**src/rtl/key_event_tracker.sv**
```systemverilog
// Frame-synchronous keyboard front end: samples two HID keycode slots once per
// VGA frame, emits per-key levels/press/release, and runs a Space charge-jump FSM.
module key_event_tracker #(
    parameter int CNT_W      = 6,
    parameter int MAX_CHARGE = 40,
    parameter int MIN_CHARGE = 3
) (
    input  logic             Clk,
    input  logic             Reset,
    input  logic             frame_clk,
    input  logic [7:0]       keycode0,
    input  logic [7:0]       keycode1,
    output logic [5:0]       key_held,
    output logic [5:0]       key_press,
    output logic [5:0]       key_release,
    output logic             frame_tick,
    output logic             charging,
    output logic             jump_valid,
    output logic [CNT_W-1:0] jump_charge
);

    localparam logic [7:0] KC_A        = 8'h04;
    localparam logic [7:0] KC_D        = 8'h07;
    localparam logic [7:0] KC_W        = 8'h1A;
    localparam logic [7:0] KC_S        = 8'h16;
    localparam logic [7:0] KC_SPACE    = 8'h2C;
    localparam logic [7:0] KC_J        = 8'h0D;
    localparam logic [7:0] KC_ROLLOVER = 8'h01;

    localparam int BIT_SPACE = 4;
    localparam int BIT_J     = 5;

    typedef enum logic {IDLE, CHARGING} state_t;

    function automatic logic slot_hit(input logic [7:0] k0, input logic [7:0] k1,
                                      input logic [7:0] code);
        return (k0 == code) || (k1 == code);
    endfunction

    function automatic logic [CNT_W-1:0] sat_inc(input logic [CNT_W-1:0] c);
        if (c >= CNT_W'(MAX_CHARGE))
            return CNT_W'(MAX_CHARGE);
        else
            return c + CNT_W'(1);
    endfunction

    logic             frame_sync_p0;
    logic             frame_sync_p1;
    logic             frame_prev_p2;
    logic             upd_vld_p1;
    logic [5:0]       key_now;
    logic             rollover;
    state_t           state;
    logic [CNT_W-1:0] count;

    // Stage 0-2: two-flop synchronizer on VGA_VS, then registered rising-edge detect.
    always_ff @(posedge Clk) begin
        if (Reset) begin
            frame_sync_p0 <= 1'b0;
            frame_sync_p1 <= 1'b0;
            frame_prev_p2 <= 1'b0;
            frame_tick    <= 1'b0;
        end else begin
            frame_sync_p0 <= frame_clk;
            frame_sync_p1 <= frame_sync_p0;
            frame_prev_p2 <= frame_sync_p1;
            frame_tick    <= frame_sync_p1 & ~frame_prev_p2;
        end
    end

    // Zero codes never match any key, so empty slots need no special case.
    assign key_now  = {slot_hit(keycode0, keycode1, KC_J),
                       slot_hit(keycode0, keycode1, KC_SPACE),
                       slot_hit(keycode0, keycode1, KC_S),
                       slot_hit(keycode0, keycode1, KC_W),
                       slot_hit(keycode0, keycode1, KC_D),
                       slot_hit(keycode0, keycode1, KC_A)};
    assign rollover = (keycode0 == KC_ROLLOVER) || (keycode1 == KC_ROLLOVER);

    // Update stage: a rollover frame is dropped entirely, including for the FSM.
    always_ff @(posedge Clk) begin
        if (Reset) begin
            key_held    <= '0;
            key_press   <= '0;
            key_release <= '0;
            upd_vld_p1  <= 1'b0;
        end else begin
            key_press   <= '0;
            key_release <= '0;
            upd_vld_p1  <= frame_tick & ~rollover;
            if (frame_tick && !rollover) begin
                key_held    <= key_now;
                key_press   <= key_now & ~key_held;
                key_release <= ~key_now & key_held;
            end
        end
    end

    // FSM stage: consumes the update-cycle pulses, result lands one cycle later.
    always_ff @(posedge Clk) begin
        if (Reset) begin
            state       <= IDLE;
            count       <= '0;
            charging    <= 1'b0;
            jump_valid  <= 1'b0;
            jump_charge <= '0;
        end else begin
            jump_valid <= 1'b0;
            if (upd_vld_p1) begin
                case (state)
                    IDLE: begin
                        if (key_press[BIT_SPACE] && !key_press[BIT_J]) begin
                            state    <= CHARGING;
                            count    <= CNT_W'(1);
                            charging <= 1'b1;
                        end
                    end
                    CHARGING: begin
                        if (key_press[BIT_J]) begin
                            state    <= IDLE;
                            charging <= 1'b0;
                        end else if (key_release[BIT_SPACE]) begin
                            state    <= IDLE;
                            charging <= 1'b0;
                            if (count >= CNT_W'(MIN_CHARGE)) begin
                                jump_valid  <= 1'b1;
                                jump_charge <= count;
                            end
                        end else begin
                            count <= sat_inc(count);
                        end
                    end
                    default: begin
                        state    <= IDLE;
                        charging <= 1'b0;
                    end
                endcase
            end
        end
    end

endmodule

```
**config.mk**
```make
export PLATFORM = sky130hd
export DESIGN_NAME = key_event_tracker
export DESIGN_NICKNAME = d
export VERILOG_FILES = /design/src/rtl/key_event_tracker.sv
export SDC_FILE = /design/constraint.sdc
export NUM_CORES = 1
export LEC_CHECK = 0
export CAP_MARGIN = 20
export CORE_ASPECT_RATIO = 0.8
export CORE_MARGIN = 2
export CORE_UTILIZATION = 47
export CTS_CLUSTER_DIAMETER = 200
export DETAILED_ROUTE_END_ITERATION = 6
export MAX_ROUTING_LAYER = met4
export PLACE_DENSITY = 0.83
export SYNTH_ARGS = -nofsm -noshare
export SYNTH_HDL_FRONTEND = slang
export SYNTH_SLANG_ARGS = --single-unit
```
**constraint.sdc**
```tcl
create_clock -name Clk -period 2.22 [get_ports Clk]
set_input_delay 0.333 -clock Clk [delete_from_list [all_inputs] [get_ports Clk]]
set_output_delay 0.333 -clock Clk [all_outputs]
set_load 0.01 [all_outputs]
```
==> flow_metrics.tcl, run 1 <==
set metrics [dict create \
    leakage_uw 0.0008587 \
    postCtsSetupBuffers 0 \
    instances_no_fill 273 \
    clkTransAtPathRegs_ns 0.07 \
    status "finished clean" \
    die_area_mm2 0.003944 \
    core_area_mm2 0.003376 \
    maxSlewViolCount 0 \
    power.switching_uw 288.3 \
    hold_buffers 0 \
    ir_worst_vdd_mv 0.5528 \
    worst_ep_required_time_ns 2.41 \
    setup_viol 0 \
    rsz0062_at_grt "false" \
    synth-seq-area-share 0.4684 \
    nNetsFinal 253 \
    syn_to_final_growth_pct 41.83 \
    num_vias 1509 \
    grt_pass1_vias 1364 \
    design.portCount 46 \
    dpl_cell_area_mm2 0.002191 \
    synth_cell_types 41 \
    cp_max_fo 8 \
    clk-insertion-delay-late_ns 0.29 \
    p_sw_frac 0.2054 \
    synth_nets 193 \
    pwr_density_cell_mw_per_mm2 609.4 \
    grt_pass1_wl_um 6327 \
    post_drt_via_cell_ratio 5.527 \
    layout-drive-gt1-share 0.1429 \
    clkPwrFrac 0.424 \
    post_cts_resized 0 \
    die_w_um 69.72 \
    dpl.hpwl_um 2895 \
    critPathCaptureType "register" \
    wl_per_cell_um 14.07 \
    drc_errors 0 \
    clock_sinks 38 \
    critPathLaunchType "input pin" \
    synth_area_mm2 0.001624 \
    finalHoldViolCount 0 \
    period_minus_slack_ns 2.090 \
    overflow 0 \
    yosys_warnings 0 \
    syn-mean-instance-area_um2 9.497 \
    fin_skew_ns 0.006816 \
    holdCritPathClass "reg2reg" \
    power.share.sequential 0.496 \
    chipHeight_um 56.58 \
    p_total_uw 1404 \
    syn_inst 171 \
    synth_seq_cells 38 \
    gp_congestion 0.8991 \
    cts_tree "done" \
    rows 19 \
    min_period_over_period 0.9414 \
    diodes 0 \
    clock_path_buffers 2 \
    final_cell_area_mm2 0.002303 \
    grt_max_degree 23 \
    crit_arrival_ns 2.28 \
    root_buffer "clkbuf_8" \
    p_int_uw 1115 \
    fmax_mhz 478.5 \
    htree_levels 2 \
    slew_headroom 0.6194 \
    portBuffers 45 \
    start_util 0.4811 \
    maxCapViolations 0 \
    crit_type "in2reg" \
    wl_um 3842 \
    antenna_left 0 \
    antenna_found_initial 0 \
    grtUsageTotal 0.2109 \
    dp.cells 266 \
    power_frac_comb 0.081 \
    cts_inserted_buffers 5 \
    drtIter0Drc 128 \
    drt_pass1_iterations 4 \
    max_slew.worst_pin.slew_ns 0.5684 \
]
power by group through the flow:
stage               registers, uW  clock network (uW)  logic, uW
global route                  697                 639        121
floorplan                     713                   0       38.1
finish                        696                 595        113
global placement              711                   0        111
detailed placement            712                   0        112
CTS                           696                 602        113
cell type report:
type                    instances  area [um^2]
clock inverters                 1        30.03
clock buffers                   6        82.58
multi-input cells             121        803.3
well taps                      42        52.55
fillers                       269         1072
inverters                       7        26.28
flip-flops and latches         38        760.7
repair buffers                 58        548.0
stage by stage:
stage | setup WS [ns] | util | hold slack [ns] | TNS, ns
4_1_cts | 0.1335 | 0.6824 | 0.3874 | 0
3_3_place_gp | -0.1384 | 0.6490 | 0.3726 | -1.735
5_1_grt | 0.05129 | 0.6824 | 0.4115 | 0
2_1_floorplan | 0.2450 | - | 0.3674 | 0
3_5_place_dp | -0.1753 | 0.6490 | 0.3781 | -2.325
6_report | 0.1301 | 0.6824 | 0.3852 | 0
synth_stat cells (all sizes together):
cell / instances / area [um^2]
a211oi: 6 / 75.07
a21oi: 18 / 90.09
a221oi: 1 / 8.760
a2bb2oi: 1 / 8.760
a31oi: 1 / 6.260
a32oi: 1 / 8.760
and2: 3 / 21.27
and3: 8 / 50.05
and3b: 1 / 8.760
buf: 3 / 26.27
clkbuf: 2 / 7.510
dfxtp: 38 / 760.7
ha: 3 / 37.54
inv: 7 / 26.28
mux2i: 5 / 50.05
nand2: 8 / 30.03
nand2b: 4 / 25.02
nand3: 4 / 32.53
nand3b: 2 / 15.01
nand4: 2 / 12.51
nand4b: 2 / 17.52
nor2: 14 / 52.55
nor2b: 5 / 31.28
nor3: 10 / 50.05
nor3b: 1 / 7.510
nor4: 3 / 18.77
o211a: 1 / 10.01
o211ai: 1 / 7.510
o21ai: 5 / 25.02
o32a: 1 / 10.01
o41a: 1 / 12.51
or2: 1 / 6.260
or3: 1 / 6.260
or4: 3 / 26.27
or4b: 3 / 30.03
or4bb: 1 / 11.26
worst max-delay path, cell delays in order:
cell             delay [ns]
clkdlybuf4s50_1        0.41
or4b_1                 0.56
or4_4                  0.57
nand3_4                0.11
inv_1                  0.10
and3_1                 0.20
state kept, by name (all words and copies together) (netlist names):
| signal | count |
|---|---|
| charging | 1 |
| count | 6 |
| frame_prev_p2 | 1 |
| frame_sync_p0 | 1 |
| frame_sync_p1 | 1 |
| frame_tick | 1 |
| jump_charge | 6 |
| jump_valid | 1 |
| key_held | 6 |
| key_press | 6 |
| key_release | 6 |
| state | 1 |
| upd_vld_p1 | 1 |
kinds of logic (layout without fill, tap and decap cells):
| family | Yosys count | after routing | share of synthesized area |
|---|---|---|---|
| adders and majority gates | 3 | 3 | 0.02311 |
| and+or+nand+nor | 76 | 76 | 0.2789 |
| AOI/OAI and AO/OA | 37 | 37 | 0.1618 |
| DFF | 38 | 38 | 0.4684 |
| muxes | 5 | 5 | 0.03082 |
| buffers and inverters | 12 | 72 | 0.03698 |
placed cells by master, fill, tap and decap left out, drive strengths merged, types with 6 or more instances in the layout:
cell type and n:
clkdlybuf4s50 45, dfxtp 38, a21oi 18, nor2 14
buf 13, nor3 10, and3 8, nand2 8
inv 7, a211oi 6, clkbuf 6
final timing paths:
check | start | endpoint | slack (ns) | depth (start not counted)
max | keycode0[1] | key_release[5] | 0.13 | 6
max reg2reg | upd_vld_p1 | count[4] | 0.65 | 4
min reg2reg | frame_prev_p2 | frame_tick | 0.39 | 1
min | frame_prev_p2 | frame_tick | 0.39 | 1
per-layer routing:
metal  GRT usage  up-vias  wire length [um]
met3     0.04488        8               204
met2      0.3022       47              1707
met4     0.09890        0                93
met1      0.2859      710              1836
li1            -      744                 -
met5           -        -                 0
(Power assumes the default switching activity.)
==> run 2, diff against run 1 <==
--- a/config.mk
+++ b/config.mk
@@ -13,6 +13,7 @@
 export DETAILED_ROUTE_END_ITERATION = 6
 export MAX_ROUTING_LAYER = met4
 export PLACE_DENSITY = 0.83
+export REMOVE_ABC_BUFFERS = 1
 export SYNTH_ARGS = -nofsm -noshare
 export SYNTH_HDL_FRONTEND = slang
 export SYNTH_SLANG_ARGS = --single-unit
==> run 2 against run 1 <==
Net effect:
- final cell count fell by 1.1%
- combinational power about the same
- worst setup slack worse by 0.060 ns
- total power fell by 11%
- clock-buffer cell count is 1 lower
- clock power is 26% lower
- sequential power about the same
- final area shrank 2.4%
- critical path type unchanged
==> flow_metrics.tcl, run 2 (synthesis results as in run 1) <==
set metrics [dict create \
    chipHeight_um 56.58 \
    drt_pass1_iterations 5 \
    crit_arrival_ns 2.34 \
    min_period_over_period 0.9683 \
    critPathLaunchType "input pin" \
    power_frac_comb 0.088 \
    crit_type "in2reg" \
    drc_errors 0 \
    clkTransAtPathRegs_ns 0.07 \
    slew_headroom 0.6712 \
    antenna_found_initial 0 \
    rr_worst_depth 6 \
    p_sw_frac 0.2272 \
    grt_pass1_wl_um 6693 \
    die_w_um 69.72 \
    hold_path_end "frame_tick" \
    max_slew.worst_pin.slew_ns 0.4910 \
    power.switching_uw 283.5 \
    wl_um 3840 \
    status "finished clean" \
    timing.hold.ws_ns 0.3877 \
    diodes 0 \
    postCtsSetupBuffers 0 \
    start_util 0.4811 \
    power.share.sequential 0.558 \
    multi_input_area_um2 803.3 \
    grt_pass1_vias 1388 \
    antenna_left 0 \
    setup_viol 0 \
    dpl.hpwl_um 2938 \
    leakage_uw 0.0008302 \
    reg2reg_to "jump_charge[0]" \
    seq_area_um2 760.7 \
    grt_max_degree 23 \
    period_minus_slack_ns 2.150 \
    portBuffers 45 \
    hold_buffers 0 \
    root_buffer "clkbuf_8" \
    wl_per_cell_um 14.22 \
    overflow 0 \
    layout-drive-gt1-share 0.1316 \
    layout_commonest_cell "clkdlybuf4s50_1" \
    clkPwrFrac 0.354 \
    nNetsFinal 250 \
    clk-insertion-delay-late_ns 0.29 \
    fin_skew_ns 0.004286 \
    post_drt_via_cell_ratio 5.448 \
    final_cell_area_mm2 0.002247 \
    ir_worst_vdd_mv 0.5860 \
    gp_congestion 0.8646 \
    cts_tree "done" \
    core_area_mm2 0.003376 \
    cts_inserted_buffers 5 \
    drtIter0Drc 103 \
    cp_max_fo 8 \
    hold_path.startpoint "frame_prev_p2" \
    clock_path_buffers 2 \
    critPathCaptureType "register" \
    min_path_cells 1 \
    clock_sinks 38 \
    post_cts_resized 0 \
    fin_util 0.6657 \
    rsz0062_at_grt "false" \
    syn_to_final_growth_pct 38.37 \
    die_area_mm2 0.003944 \
    final_cell_mix "clkdlybuf4s50_1, dfxtp_1, a21oi_1" \
    fmax_mhz 465.2 \
    holdCritPathClass "reg2reg" \
    regToRegSetupSlack_ns 0.60 \
    fin_setup_tns_ns 0 \
    maxCapViolations 0 \
    worst_ep_required_time_ns 2.41 \
    design.portCount 46 \
    r2r-start "count[1]" \
    num_vias 1471 \
    nFillCells 291 \
    p_int_uw 964.3 \
    maxSlewViolCount 0 \
    grtUsageTotal 0.2216 \
    dpl_cell_area_mm2 0.002168 \
    finalHoldViolCount 0 \
    pwr_density_cell_mw_per_mm2 555.3 \
    htree_levels 2 \
    rows 19 \
]
-- run 2: cell types whose count changed in the layout (fill, tap and decap cells not counted) --
cell and change:
bufinv_16 -1, clkbuf_8 -1, buf_4 -3, clkinv_2 +2
-- run 2: per-layer routing --
layer	track usage	vias up	wire length [um]
met2	0.3118	49	1684
met1	0.3010	678	1888
met4	0.08242	0	41
li1	-	739	-
met3	0.06822	5	225
met5	-	-	0
-- run 2: stage by stage --
stage                     setup slack, ns  total power (uW)  std cells
final                             0.07028              1248        270
after global routing              0.01397              1300        270
after CTS                         0.09542              1255        270
after detailed placement          -0.2120             821.1        263
after global placement            -0.1501             818.5        263
after floorplan                    0.3164             744.8        166
-- run 2: worst max path at each step --
stage / start / to
2_1_floorplan: keycode0[1] / key_release[5]
3_5_place_dp: keycode0[5] / key_release[5]
3_3_place_gp: keycode0[5] / key_release[5]
4_1_cts: keycode0[5] / key_release[3]
6_report: keycode0[5] / key_release[5]
5_1_grt: keycode1[2] / key_release[5]
-- run 2: worst max-delay path, stage by stage --
cell and delay, ns:
clkdlybuf4s50_1 0.46, or4b_1 0.54, or4_4 0.58, nand3_4 0.11, inv_1 0.11, and3_1 0.20
-- run 2: power groups by stage --
| stage | sequential [uW] | combinational, uW | clock, uW |
|---|---|---|---|
| floorplan | 713 | 31.7 | 0 |
| global placement | 711 | 107 | 0 |
| detailed placement | 712 | 110 | 0 |
| CTS | 696 | 110 | 449 |
| global route | 697 | 120 | 484 |
| finish | 696 | 110 | 442 |
-- run 2: final cells by class --
class,instances,area share
Clock buffer,5,0.03062
Clock inverter,2,0.004454
Inverter,7,0.01169
Multi-Input combinational cell,121,0.3575
Sequential cell,38,0.3385
Tap cell,42,0.02339
Timing Repair Buffer,55,0.2339
==> run 3, diff against run 2 <==
--- a/config.mk
+++ b/config.mk
@@ -7,12 +7,12 @@
 export LEC_CHECK = 0
 export CAP_MARGIN = 20
 export CORE_ASPECT_RATIO = 0.8
-export CORE_MARGIN = 2
+export CORE_MARGIN = 8
 export CORE_UTILIZATION = 47
 export CTS_CLUSTER_DIAMETER = 200
 export DETAILED_ROUTE_END_ITERATION = 6
 export MAX_ROUTING_LAYER = met4
-export PLACE_DENSITY = 0.83
+export PLACE_DENSITY = 0.79
 export REMOVE_ABC_BUFFERS = 1
 export SYNTH_ARGS = -nofsm -noshare
 export SYNTH_HDL_FRONTEND = slang
==> run 3 against run 2 <==
Net effect:
- clock skew is essentially flat
- die area grew 42%
- utilization is 0.82 points higher
- final area is 1.2% higher
- largest cell class unchanged
- global-route usage shrank 6.2 points
- largest power group unchanged
- critical path type unchanged
- hold slack improved by 0.0049 ns
==> flow_metrics.tcl, run 3 (synthesis results as in run 1) <==
set metrics [dict create \
    status "finished clean" \
    top_layer "met4" \
    max_slew.worst_pin.slew_ns 0.5196 \
    holdCritPathClass "reg2reg" \
    clock_sinks 38 \
    critPathBufInv 1 \
    fin_skew_ns 0.004715 \
    final_cell_area_mm2 0.002275 \
    dpl_cell_area_mm2 0.002183 \
    hold_path_end "frame_tick" \
    min_path_cells 1 \
    setup_viol 0 \
    clkPwrFrac 0.369 \
    r2r-start "upd_vld_p1" \
    power_frac_comb 0.088 \
    min_period_over_period 0.9471 \
    reg2reg_to "count[4]" \
    overflow 0 \
    antenna_left 0 \
    design.portCount 46 \
    path_cells "clkdlybuf4s50_1 -> or4_1 -> o41a_2 -> and2_4 -> a211oi_2" \
    syn_to_final_growth_pct 40.06 \
    layout_commonest_cell "clkdlybuf4s50_1" \
    htree_levels 2 \
    crit_arrival_ns 2.30 \
    regToRegSetupSlack_ns 0.71 \
    antenna_found_initial 0 \
    leakage_uw 0.0008449 \
    timing.hold.ws_ns 0.3926 \
    power.share.sequential 0.543 \
    dp_worst_setup_slack_ns -0.1525 \
    p_int_uw 1006 \
    clkTransAtPathRegs_ns 0.06 \
    num_vias 1523 \
    cp_max_fo 8 \
    cts_inserted_buffers 5 \
    clock_path_buffers 2 \
    die_w_um 81.72 \
    final.setup.worst_slack_ns 0.1174 \
    crit_slowest_cell "or4_1" \
    layout-drive-gt1-share 0.1385 \
    die_area_mm2 0.005604 \
    wl_um 4155 \
    maxSlewViolCount 0 \
    wl_met3_um 334 \
    grt_pass1_wl_um 6810 \
    max_stage_delay_ns 0.55 \
    wl_met2_um 1911 \
    ir_worst_vdd_mv 0.4849 \
    slew_headroom 0.6521 \
    path_delay_family "simple AND/OR/NAND/NOR gates" \
    finalHoldViolCount 0 \
    crit_type "in2reg" \
    multi_input_area_um2 803.3 \
    p_sw_frac 0.2161 \
    maxCapViolations 0 \
    critPathCaptureType "register" \
    fmax_mhz 475.6 \
    core_area_mm2 0.003376 \
    wl_met1_um 1852 \
    pwr_density_cell_mw_per_mm2 563.9 \
    clk-insertion-delay-late_ns 0.28 \
    gp_congestion 1.027 \
    drt_pass1_iterations 4 \
    post_drt_via_cell_ratio 5.579 \
    power.switching_uw 277.3 \
    hold_buffers 0 \
    cts_tree "done" \
    wl_per_cell_um 15.22 \
    seq_area_um2 760.7 \
    grtUsageTotal 0.1601 \
    start_util 0.4811 \
    rows 19 \
    nFillCells 255 \
    post_cts_resized 0 \
    final_cell_mix "clkdlybuf4s50_1, dfxtp_1, a21oi_1" \
    chipHeight_um 68.58 \
    diodes 0 \
    hold_path.startpoint "frame_prev_p2" \
    postCtsSetupBuffers 0 \
    critPathLaunchType "input pin" \
    rr_worst_depth 4 \
    nNetsFinal 252 \
    worst_ep_required_time_ns 2.42 \
    root_buffer "clkbuf_8" \
    period_minus_slack_ns 2.103 \
    dpl.hpwl_um 3295 \
    drc_errors 0 \
    drtIter0Drc 130 \
    grt_pass1_vias 1460 \
    p_total_uw 1283 \
    grt_max_degree 23 \
    rsz0062_at_grt "false" \
    portBuffers 45 \
]
[run 3: cell types whose count changed in the layout (fill, tap and decap cells not counted), sizes merged]
cell / delta
clkinv: -1
buf: +2
clkbuf: +2
[run 3: worst reg2reg max path: stages, from the launching register on]
cell and delay, ns:
dfxtp_1 0.36, nor2b_1 0.34, o211ai_1 0.31, o21ai_0 0.30
a21oi_1 0.10
[run 3: how the worst max path moves through the flow]
stage	start	end	slack, ns	depth (start not counted)
2_1_floorplan	keycode0[1]	key_release[5]	0.32	5
4_1_cts	keycode1[2]	key_held[4]	0.13	5
6_report	keycode1[2]	key_held[4]	0.12	5
5_1_grt	keycode1[2]	key_release[5]	0.05	6
3_5_place_dp	keycode1[2]	key_held[4]	-0.15	5
3_3_place_gp	keycode0[1]	key_release[5]	-0.12	6
[run 3: cell type report]
class,instances,area share
multi-input cells,121,0.3531
flip-flops and latches,38,0.3344
repair buffers,57,0.2376
clock buffers,7,0.03795
well taps,42,0.02310
inverters,7,0.01155
clock inverters,1,0.002200
[run 3: per-stage QoR]
step | setup TNS [ns] | utilization | instances
global placement | -1.521 | 0.6468 | 265
detailed placement | -2.076 | 0.6468 | 265
floorplan | 0 | - | 166
global route | 0 | 0.6738 | 273
CTS | 0 | 0.6738 | 273
finish | 0 | 0.6738 | 273
[run 3: power by group through the flow]
| stage | Sequential, uW | Clock, uW | Combinational [uW] |
|---|---|---|---|
| 2_1_floorplan | 713 | 0 | 31.7 |
| 3_3_place_gp | 712 | 0 | 108 |
| 3_5_place_dp | 712 | 0 | 112 |
| 4_1_cts | 697 | 479 | 112 |
| 5_1_grt | 697 | 516 | 121 |
| 6_report | 697 | 473 | 113 |
[run 3: per-layer routing]
layer  track usage  vias to the layer above
met5             -                        -
met4       0.05022                        0
met3       0.04404                        8
met2        0.2507                       56
met1        0.1968                      714
li1              -                      745
